### config.mk
export PLATFORM = sky130hd
export DESIGN_NAME = id_ex_forward_reg_flat
export DESIGN_NICKNAME = d
export VERILOG_FILES = /design/src/rtl/id_ex_forward_reg_if.sv /design/src/rtl/id_ex_forward_reg.sv /design/src/flat_wrapper.sv
export SDC_FILE = /design/constraint.sdc
export NUM_CORES = 1
export LEC_CHECK = 0
export CAP_MARGIN = 20
export CORE_UTILIZATION = 37
export DETAILED_ROUTE_END_ITERATION = 7
export HOLD_SLACK_MARGIN = 0.02
export PLACE_DENSITY = 0.85
export RECOVER_POWER = 25
export SYNTH_ARGS = -nofsm -noshare
export SYNTH_HDL_FRONTEND = slang
export SYNTH_SLANG_ARGS = --single-unit
### constraint.sdc
create_clock -name inClk -period 1.9 [get_ports inClk]
set_input_delay 0.19 -clock inClk [delete_from_list [all_inputs] [get_ports inClk]]
set_output_delay 0.19 -clock inClk [all_outputs]
set_load 0.02 [all_outputs]
### src/rtl/id_ex_forward_reg_if.sv
// ID/EX pipeline bundle: ID-side instruction fields, EX/MEM writeback info, and
// the registered ID/EX copies with forwarding selects, hazard flag and bubble count.
interface id_ex_forward_reg_if;
  logic        inStall;
  logic        inFlush;
  logic        inValid;
  logic [31:0] inDataRs;
  logic [31:0] inDataRt;
  logic [31:0] inImm;
  logic [4:0]  inRs;
  logic [4:0]  inRt;
  logic [4:0]  inRd;
  logic [7:0]  inCtrl;
  logic        inExRegWrite;
  logic [4:0]  inExRd;
  logic        inMemRegWrite;
  logic [4:0]  inMemRd;

  logic [31:0] outDataRs;
  logic [31:0] outDataRt;
  logic [31:0] outImm;
  logic [4:0]  outRs;
  logic [4:0]  outRt;
  logic [4:0]  outRd;
  logic [7:0]  outCtrl;
  logic        outValid;
  logic [1:0]  outForwardA;
  logic [1:0]  outForwardB;
  logic        outHazard;
  logic [15:0] outBubbleCnt;

  modport master (
    output inStall, inFlush, inValid, inDataRs, inDataRt, inImm, inRs, inRt, inRd,
           inCtrl, inExRegWrite, inExRd, inMemRegWrite, inMemRd,
    input  outDataRs, outDataRt, outImm, outRs, outRt, outRd, outCtrl, outValid,
           outForwardA, outForwardB, outHazard, outBubbleCnt
  );

  modport slave (
    input  inStall, inFlush, inValid, inDataRs, inDataRt, inImm, inRs, inRt, inRd,
           inCtrl, inExRegWrite, inExRd, inMemRegWrite, inMemRd,
    output outDataRs, outDataRt, outImm, outRs, outRt, outRd, outCtrl, outValid,
           outForwardA, outForwardB, outHazard, outBubbleCnt
  );
endinterface

### src/rtl/id_ex_forward_reg.sv
// ID/EX pipeline register with EX operand forwarding selects and load-use detection.
// Latency: one cycle for captured fields; outHazard is combinational.
// Backpressure: inStall holds everything; flush or load-use hazard inserts a counted bubble.
module id_ex_forward_reg (
  input logic             inClk,
  input logic             inRstN,
  id_ex_forward_reg_if.slave bus
);
  logic [31:0] dataRsQ, dataRtQ, immQ;
  logic [4:0]  rsQ, rtQ, rdQ;
  logic [7:0]  ctrlQ;
  logic        validQ;
  logic [1:0]  fwdAQ, fwdBQ;
  logic [15:0] bubbleCntQ;
  logic        hazard;
  logic        bubble;

  // EX result is the newer value, so it wins over MEM on a tie; $0 never forwards.
  function automatic logic [1:0] fwdSel(input logic [4:0] src);
    if (bus.inExRegWrite && bus.inExRd != 5'd0 && bus.inExRd == src)
      return 2'b10;
    else if (bus.inMemRegWrite && bus.inMemRd != 5'd0 && bus.inMemRd == src)
      return 2'b01;
    else
      return 2'b00;
  endfunction

  // A load now in EX whose destination feeds the instruction in ID.
  assign hazard = validQ && ctrlQ[6] && (rdQ != 5'd0) && bus.inValid && !bus.inFlush &&
                  ((rdQ == bus.inRs) || (rdQ == bus.inRt));
  assign bubble = bus.inFlush || (!bus.inStall && hazard);

  always_ff @(posedge inClk or negedge inRstN) begin
    if (!inRstN) begin
      dataRsQ    <= '0;
      dataRtQ    <= '0;
      immQ       <= '0;
      rsQ        <= '0;
      rtQ        <= '0;
      rdQ        <= '0;
      ctrlQ      <= '0;
      validQ     <= 1'b0;
      fwdAQ      <= 2'b00;
      fwdBQ      <= 2'b00;
      bubbleCntQ <= '0;
    end else if (bubble) begin
      validQ <= 1'b0;
      ctrlQ  <= '0;
      if (bubbleCntQ != 16'hFFFF)
        bubbleCntQ <= bubbleCntQ + 16'd1;
    end else if (!bus.inStall) begin
      dataRsQ <= bus.inDataRs;
      dataRtQ <= bus.inDataRt;
      immQ    <= bus.inImm;
      rsQ     <= bus.inRs;
      rtQ     <= bus.inRt;
      rdQ     <= bus.inRd;
      validQ  <= bus.inValid;
      ctrlQ   <= bus.inValid ? bus.inCtrl : 8'h00;
      fwdAQ   <= bus.inValid ? fwdSel(bus.inRs) : 2'b00;
      fwdBQ   <= bus.inValid ? fwdSel(bus.inRt) : 2'b00;
    end
  end

  assign bus.outDataRs    = dataRsQ;
  assign bus.outDataRt    = dataRtQ;
  assign bus.outImm       = immQ;
  assign bus.outRs        = rsQ;
  assign bus.outRt        = rtQ;
  assign bus.outRd        = rdQ;
  assign bus.outCtrl      = ctrlQ;
  assign bus.outValid     = validQ;
  assign bus.outForwardA  = fwdAQ;
  assign bus.outForwardB  = fwdBQ;
  assign bus.outHazard    = hazard;
  assign bus.outBubbleCnt = bubbleCntQ;
endmodule

### src/flat_wrapper.sv
// flat-port wrapper written by rule: the top's interface ports become plain ports
module id_ex_forward_reg_flat 
  (inClk, inRstN, bus_inStall, bus_inFlush, bus_inValid, bus_inDataRs, bus_inDataRt, bus_inImm, bus_inRs, bus_inRt, bus_inRd, bus_inCtrl, bus_inExRegWrite, bus_inExRd, bus_inMemRegWrite, bus_inMemRd, bus_outDataRs, bus_outDataRt, bus_outImm, bus_outRs, bus_outRt, bus_outRd, bus_outCtrl, bus_outValid, bus_outForwardA, bus_outForwardB, bus_outHazard, bus_outBubbleCnt);
  id_ex_forward_reg_if bus_i ();
  input logic inClk;
  input logic inRstN;
  input wire logic [$bits(bus_i.inStall)-1:0] bus_inStall;
  input wire logic [$bits(bus_i.inFlush)-1:0] bus_inFlush;
  input wire logic [$bits(bus_i.inValid)-1:0] bus_inValid;
  input wire logic [$bits(bus_i.inDataRs)-1:0] bus_inDataRs;
  input wire logic [$bits(bus_i.inDataRt)-1:0] bus_inDataRt;
  input wire logic [$bits(bus_i.inImm)-1:0] bus_inImm;
  input wire logic [$bits(bus_i.inRs)-1:0] bus_inRs;
  input wire logic [$bits(bus_i.inRt)-1:0] bus_inRt;
  input wire logic [$bits(bus_i.inRd)-1:0] bus_inRd;
  input wire logic [$bits(bus_i.inCtrl)-1:0] bus_inCtrl;
  input wire logic [$bits(bus_i.inExRegWrite)-1:0] bus_inExRegWrite;
  input wire logic [$bits(bus_i.inExRd)-1:0] bus_inExRd;
  input wire logic [$bits(bus_i.inMemRegWrite)-1:0] bus_inMemRegWrite;
  input wire logic [$bits(bus_i.inMemRd)-1:0] bus_inMemRd;
  output wire logic [$bits(bus_i.outDataRs)-1:0] bus_outDataRs;
  output wire logic [$bits(bus_i.outDataRt)-1:0] bus_outDataRt;
  output wire logic [$bits(bus_i.outImm)-1:0] bus_outImm;
  output wire logic [$bits(bus_i.outRs)-1:0] bus_outRs;
  output wire logic [$bits(bus_i.outRt)-1:0] bus_outRt;
  output wire logic [$bits(bus_i.outRd)-1:0] bus_outRd;
  output wire logic [$bits(bus_i.outCtrl)-1:0] bus_outCtrl;
  output wire logic [$bits(bus_i.outValid)-1:0] bus_outValid;
  output wire logic [$bits(bus_i.outForwardA)-1:0] bus_outForwardA;
  output wire logic [$bits(bus_i.outForwardB)-1:0] bus_outForwardB;
  output wire logic [$bits(bus_i.outHazard)-1:0] bus_outHazard;
  output wire logic [$bits(bus_i.outBubbleCnt)-1:0] bus_outBubbleCnt;
  assign bus_i.inStall = bus_inStall;
  assign bus_i.inFlush = bus_inFlush;
  assign bus_i.inValid = bus_inValid;
  assign bus_i.inDataRs = bus_inDataRs;
  assign bus_i.inDataRt = bus_inDataRt;
  assign bus_i.inImm = bus_inImm;
  assign bus_i.inRs = bus_inRs;
  assign bus_i.inRt = bus_inRt;
  assign bus_i.inRd = bus_inRd;
  assign bus_i.inCtrl = bus_inCtrl;
  assign bus_i.inExRegWrite = bus_inExRegWrite;
  assign bus_i.inExRd = bus_inExRd;
  assign bus_i.inMemRegWrite = bus_inMemRegWrite;
  assign bus_i.inMemRd = bus_inMemRd;
  assign bus_outDataRs = bus_i.outDataRs;
  assign bus_outDataRt = bus_i.outDataRt;
  assign bus_outImm = bus_i.outImm;
  assign bus_outRs = bus_i.outRs;
  assign bus_outRt = bus_i.outRt;
  assign bus_outRd = bus_i.outRd;
  assign bus_outCtrl = bus_i.outCtrl;
  assign bus_outValid = bus_i.outValid;
  assign bus_outForwardA = bus_i.outForwardA;
  assign bus_outForwardB = bus_i.outForwardB;
  assign bus_outHazard = bus_i.outHazard;
  assign bus_outBubbleCnt = bus_i.outBubbleCnt;
  id_ex_forward_reg u_core (.inClk(inClk), .inRstN(inRstN), .bus(bus_i));
endmodule
==> results.sh, run 1 <==
export IMPL_setup_violations=141
export IMPL_startpoint_type="flop"
export IMPL_hold_path_class="in -> reg"
export IMPL_synth_mux_area_fraction=0.2211
export IMPL_synth_adder_area_share=0.002155
export IMPL_grt_pass1_wl_mm=28.84
export IMPL_wl_met3_mm=1.337
export IMPL_path_max_fanout=8
export IMPL_vias=4845
export IMPL_skew_ns=0.007296
export IMPL_htreeDepth=4
export IMPL_start_util=0.3805
export IMPL_grt_use_total=0.2365
export IMPL_fillers=935
export IMPL_hpwl_mm=12.86
export IMPL_synth_top_area_cell="dfrtp_1"
export IMPL_synth_area_um2=5806
export IMPL_maxCapViolations=0
export IMPL_cts_sinks=140
export IMPL_slew_headroom=0.2124
export IMPL_die_w_um=127.3
export IMPL_rows=45
export IMPL_synth_warnings=0
export IMPL_worstPathRequired_ns=2.19
export IMPL_synth_simple_area_share=0.06013
export IMPL_syn_inst=405
export IMPL_grt_max_degree=46
export IMPL_synth_xor_area_frac=0.06789
export IMPL_cts_tree="yes"
export IMPL_cellLeakagePower_nw=4.719
export IMPL_ys_seq_elements=140
export IMPL_rrSetupSlack_ns=-0.22
export IMPL_die_area_um2=16200
export IMPL_violations="setup timing"
export IMPL_drive_above_1_share=0.3555
export IMPL_fin_crit_sh=1.115
export IMPL_rr_startpoint="u_core.bus.outRd[1]"
export IMPL_status="finished with violations"
export IMPL_grt_pass1_vias=5383
export IMPL_syn_avg_cell_area_um2=14.33
export IMPL_antenna_found_initial=1
export IMPL_synthTopCellsByArea="dfrtp_1 (60%), mux2_2 (17%), mux2_1 (5.0%)"
export IMPL_routabilityCongestion=0.8305
export IMPL_worst_pin_slew_ns=1.181
export IMPL_worst_r2r_path_depth=9
export IMPL_cts_root_buf="clkbuf_16"
export IMPL_layout_min_cycle_time_ns=2.118
export IMPL_dieHeight_um=127.3
export IMPL_whs_endpoint="u_core.bus.outDataRt[18]"
export IMPL_power_total_w=0.01050
export IMPL_slew_violations=0
export IMPL_synth_compound_area_frac=0.02629
export IMPL_worstSetupPathType="reg -> reg"
export IMPL_coreArea_um2=15260
export IMPL_routed_top_layer="met4"
export IMPL_clock_latency_ns=0.41
export IMPL_path_clk_slew_ns=0.06
export IMPL_grt_setup_unrepaired="true"
export IMPL_ir_worst_vdd_uv=576.6
export IMPL_numPortBuffers=276
export IMPL_synth_top_family_by_area="multiplexers"
export IMPL_wl_mm=19.73
export IMPL_nets=906
export IMPL_synth_cell_types=31
export IMPL_wl_per_cell_um=19.85
export IMPL_fin_util=0.7252
export IMPL_setup_tns_final_ns=-23.02
export IMPL_setup_slack_ns=-0.2184
export IMPL_final_area_um2=11070
export IMPL_dp_slack_ns=-0.4678
export IMPL_worstReg2RegEnd="u_core.bus.outDataRt[30]"
export IMPL_min_path_cells=2
export IMPL_dr_pass1_iters=4
export IMPL_placed_area_um2=9318
export IMPL_drc=0
export IMPL_hold_violations=0
export IMPL_ys_seq_area_frac=0.6034
export IMPL_cts_buffers=17
export IMPL_antenna_left=0
export IMPL_overflow=0
export IMPL_met1_length_mm=7.470
export IMPL_cp_arrival_ns=2.41
export IMPL_crit_path_end_kind="flop"
export IMPL_min_delay_start="bus_inDataRt[18]"
export IMPL_synth_top_area_share=0.6034
export IMPL_pin_count=277
export IMPL_clock_fmax_mhz=472.1
export IMPL_syn_nets=542
export IMPL_met2_length_mm=10.30
export IMPL_avgViaCountPerCell=4.874
export IMPL_p_per_area_nw_per_um2=948.5
export IMPL_layout_area_overhead_vs_synth_pct=90.60
export IMPL_cts_buffer_depth=2
export IMPL_drt_iter0_drc=179
[metal layers]
metal	vias to the layer above	GRT usage
met1	2409	0.2602
met5	-	0
met4	0	0.1282
met2	220	0.4079
met3	46	0.07370
li1	2170	-
[layout by cell type (no fill, tap or decap), drive strengths merged, types with 2 or more instances in the layout]
master	synthesis	final
nor3	9	9
nor4	10	10
o21ai	3	3
clkinv	0	3
clkinvlp	0	5
xor2	22	22
a21oi	2	2
clkdlybuf4s50	0	274
nor2	14	14
nand3	12	12
xnor2	23	23
buf	14	77
nand2	10	10
nand4	5	5
dfrtp	140	140
clkbuf	2	31
a211oi	2	2
inv	6	6
bufinv	0	2
mux2	114	114
a22oi	8	8
[worst max-delay path by stage]
stage,start,to,slack [ns],depth (start not counted)
2_1_floorplan,u_core.bus.outRd[0],u_core.bus.outDataRt[27],-0.04,7
3_3_place_gp,bus_inRs[4],bus_outHazard,-0.38,7
3_5_place_dp,bus_inRs[4],bus_outHazard,-0.47,7
4_1_cts,u_core.bus.outRd[1],u_core.bus.outImm[26],-0.24,9
5_1_grt,u_core.bus.outRd[2],u_core.bus.outBubbleCnt[14],-0.33,9
6_report,u_core.bus.outRd[1],u_core.bus.outDataRt[30],-0.22,9
[power breakdown]
group	switching [W]	internal (W)	leakage [nW]
combinational	0.00142	0.00189	2.77
clock	0.00125	0.00210	0.286
sequential	0.000384	0.00345	1.66
total	0.00306	0.00744	4.72
[cells by family (layout without fill, tap and decap cells)]
logic type | Yosys count | in the layout
other | 0 | 1
adders and majority gates | 1 | 1
DFF | 140 | 140
buffers and inverters | 22 | 399
and+or+nand+nor | 65 | 65
muxes | 114 | 114
AOI/OAI and AO/OA | 18 | 18
xor gates and xnor gates | 45 | 45
[flip-flops by register name (all words and copies together), names as in the netlist]
signal	cells
u_core.bus.outImm	32
u_core.bus.outRs	5
u_core.bus.outRt	5
u_core.bus.outValid	1
u_core.bus.outForwardB	2
u_core.bus.outRd	5
u_core.bus.outCtrl	8
u_core.bus.outDataRs	32
u_core.bus.outBubbleCnt	16
u_core.bus.outDataRt	32
u_core.bus.outForwardA	2
[repair_timing]
item,4_1_cts,5_1_grt
resized for setup,140,46
setup endpoints to repair,132,141
hold buffers,1,0
hold endpoints to repair,41,0
gates cloned,4,7
pin swaps,31,8
buffers inserted,14,4
[per-stage QoR]
stage	hold slack [ns]	cells
after floorplan	-0.1056	405
after global placement	0.1473	933
after detailed placement	0.1588	933
after CTS	0.2843	983
after global routing	0.3771	994
final	0.3891	994
[critical path, stage by stage (launching register included)]
cell and delay [ns]:
dfrtp_2 0.43, buf_6 0.14, xnor2_2 0.13, nand3_2 0.09, o22ai_4 0.11, a211oi_4 0.29, buf_6 0.16, buf_12 0.16
clkbuf_16 0.17, mux2_4 0.30
[cell type report]
| class | instances | area [um2] | share of cell area |
|---|---|---|---|
| clock buffer | 22 | 494.2 | 0.04466 |
| inverter | 6 | 22.52 | 0.002035 |
| clock inverter | 10 | 112.6 | 0.01018 |
| tap | 211 | 264.0 | 0.02386 |
| timing repair buffer | 361 | 3786 | 0.3422 |
| sequential | 140 | 3513 | 0.3175 |
| multi-input combinational | 243 | 2870 | 0.2594 |
| antenna | 1 | 2.502 | 0.0002261 |
[cell usage after synthesis]
library cell	n
o21ai_0	3
nor3_2	1
nor4_1	7
nor3b_1	1
nor4_2	3
o311a_1	1
nor3_1	8
o22ai_2	1
or3_1	1
xnor2_1	23
a31oi_2	1
inv_1	6
ha_1	1
buf_4	4
or2_2	1
clkbuf_1	2
nor4b_1	1
nand2_1	10
or4_1	1
nor2_1	14
mux2_2	88
xor2_1	22
buf_2	10
nand3_1	12
a22oi_1	8
nand4_1	5
dfrtp_1	140
a21oi_1	2
mux2_1	26
a211oi_2	1
a211oi_4	1
(Power assumes the default switching activity.)
==> inputs of run 2 (changes only) <==
--- a/config.mk
+++ b/config.mk
@@ -7,6 +7,7 @@
 export LEC_CHECK = 0
 export CAP_MARGIN = 20
 export CORE_UTILIZATION = 37
+export CTS_CLUSTER_SIZE = 30
 export DETAILED_ROUTE_END_ITERATION = 7
 export HOLD_SLACK_MARGIN = 0.02
 export PLACE_DENSITY = 0.85
==> results of run 2 <==
No change in the layout: final DEF, timing and power equal those of run 1.
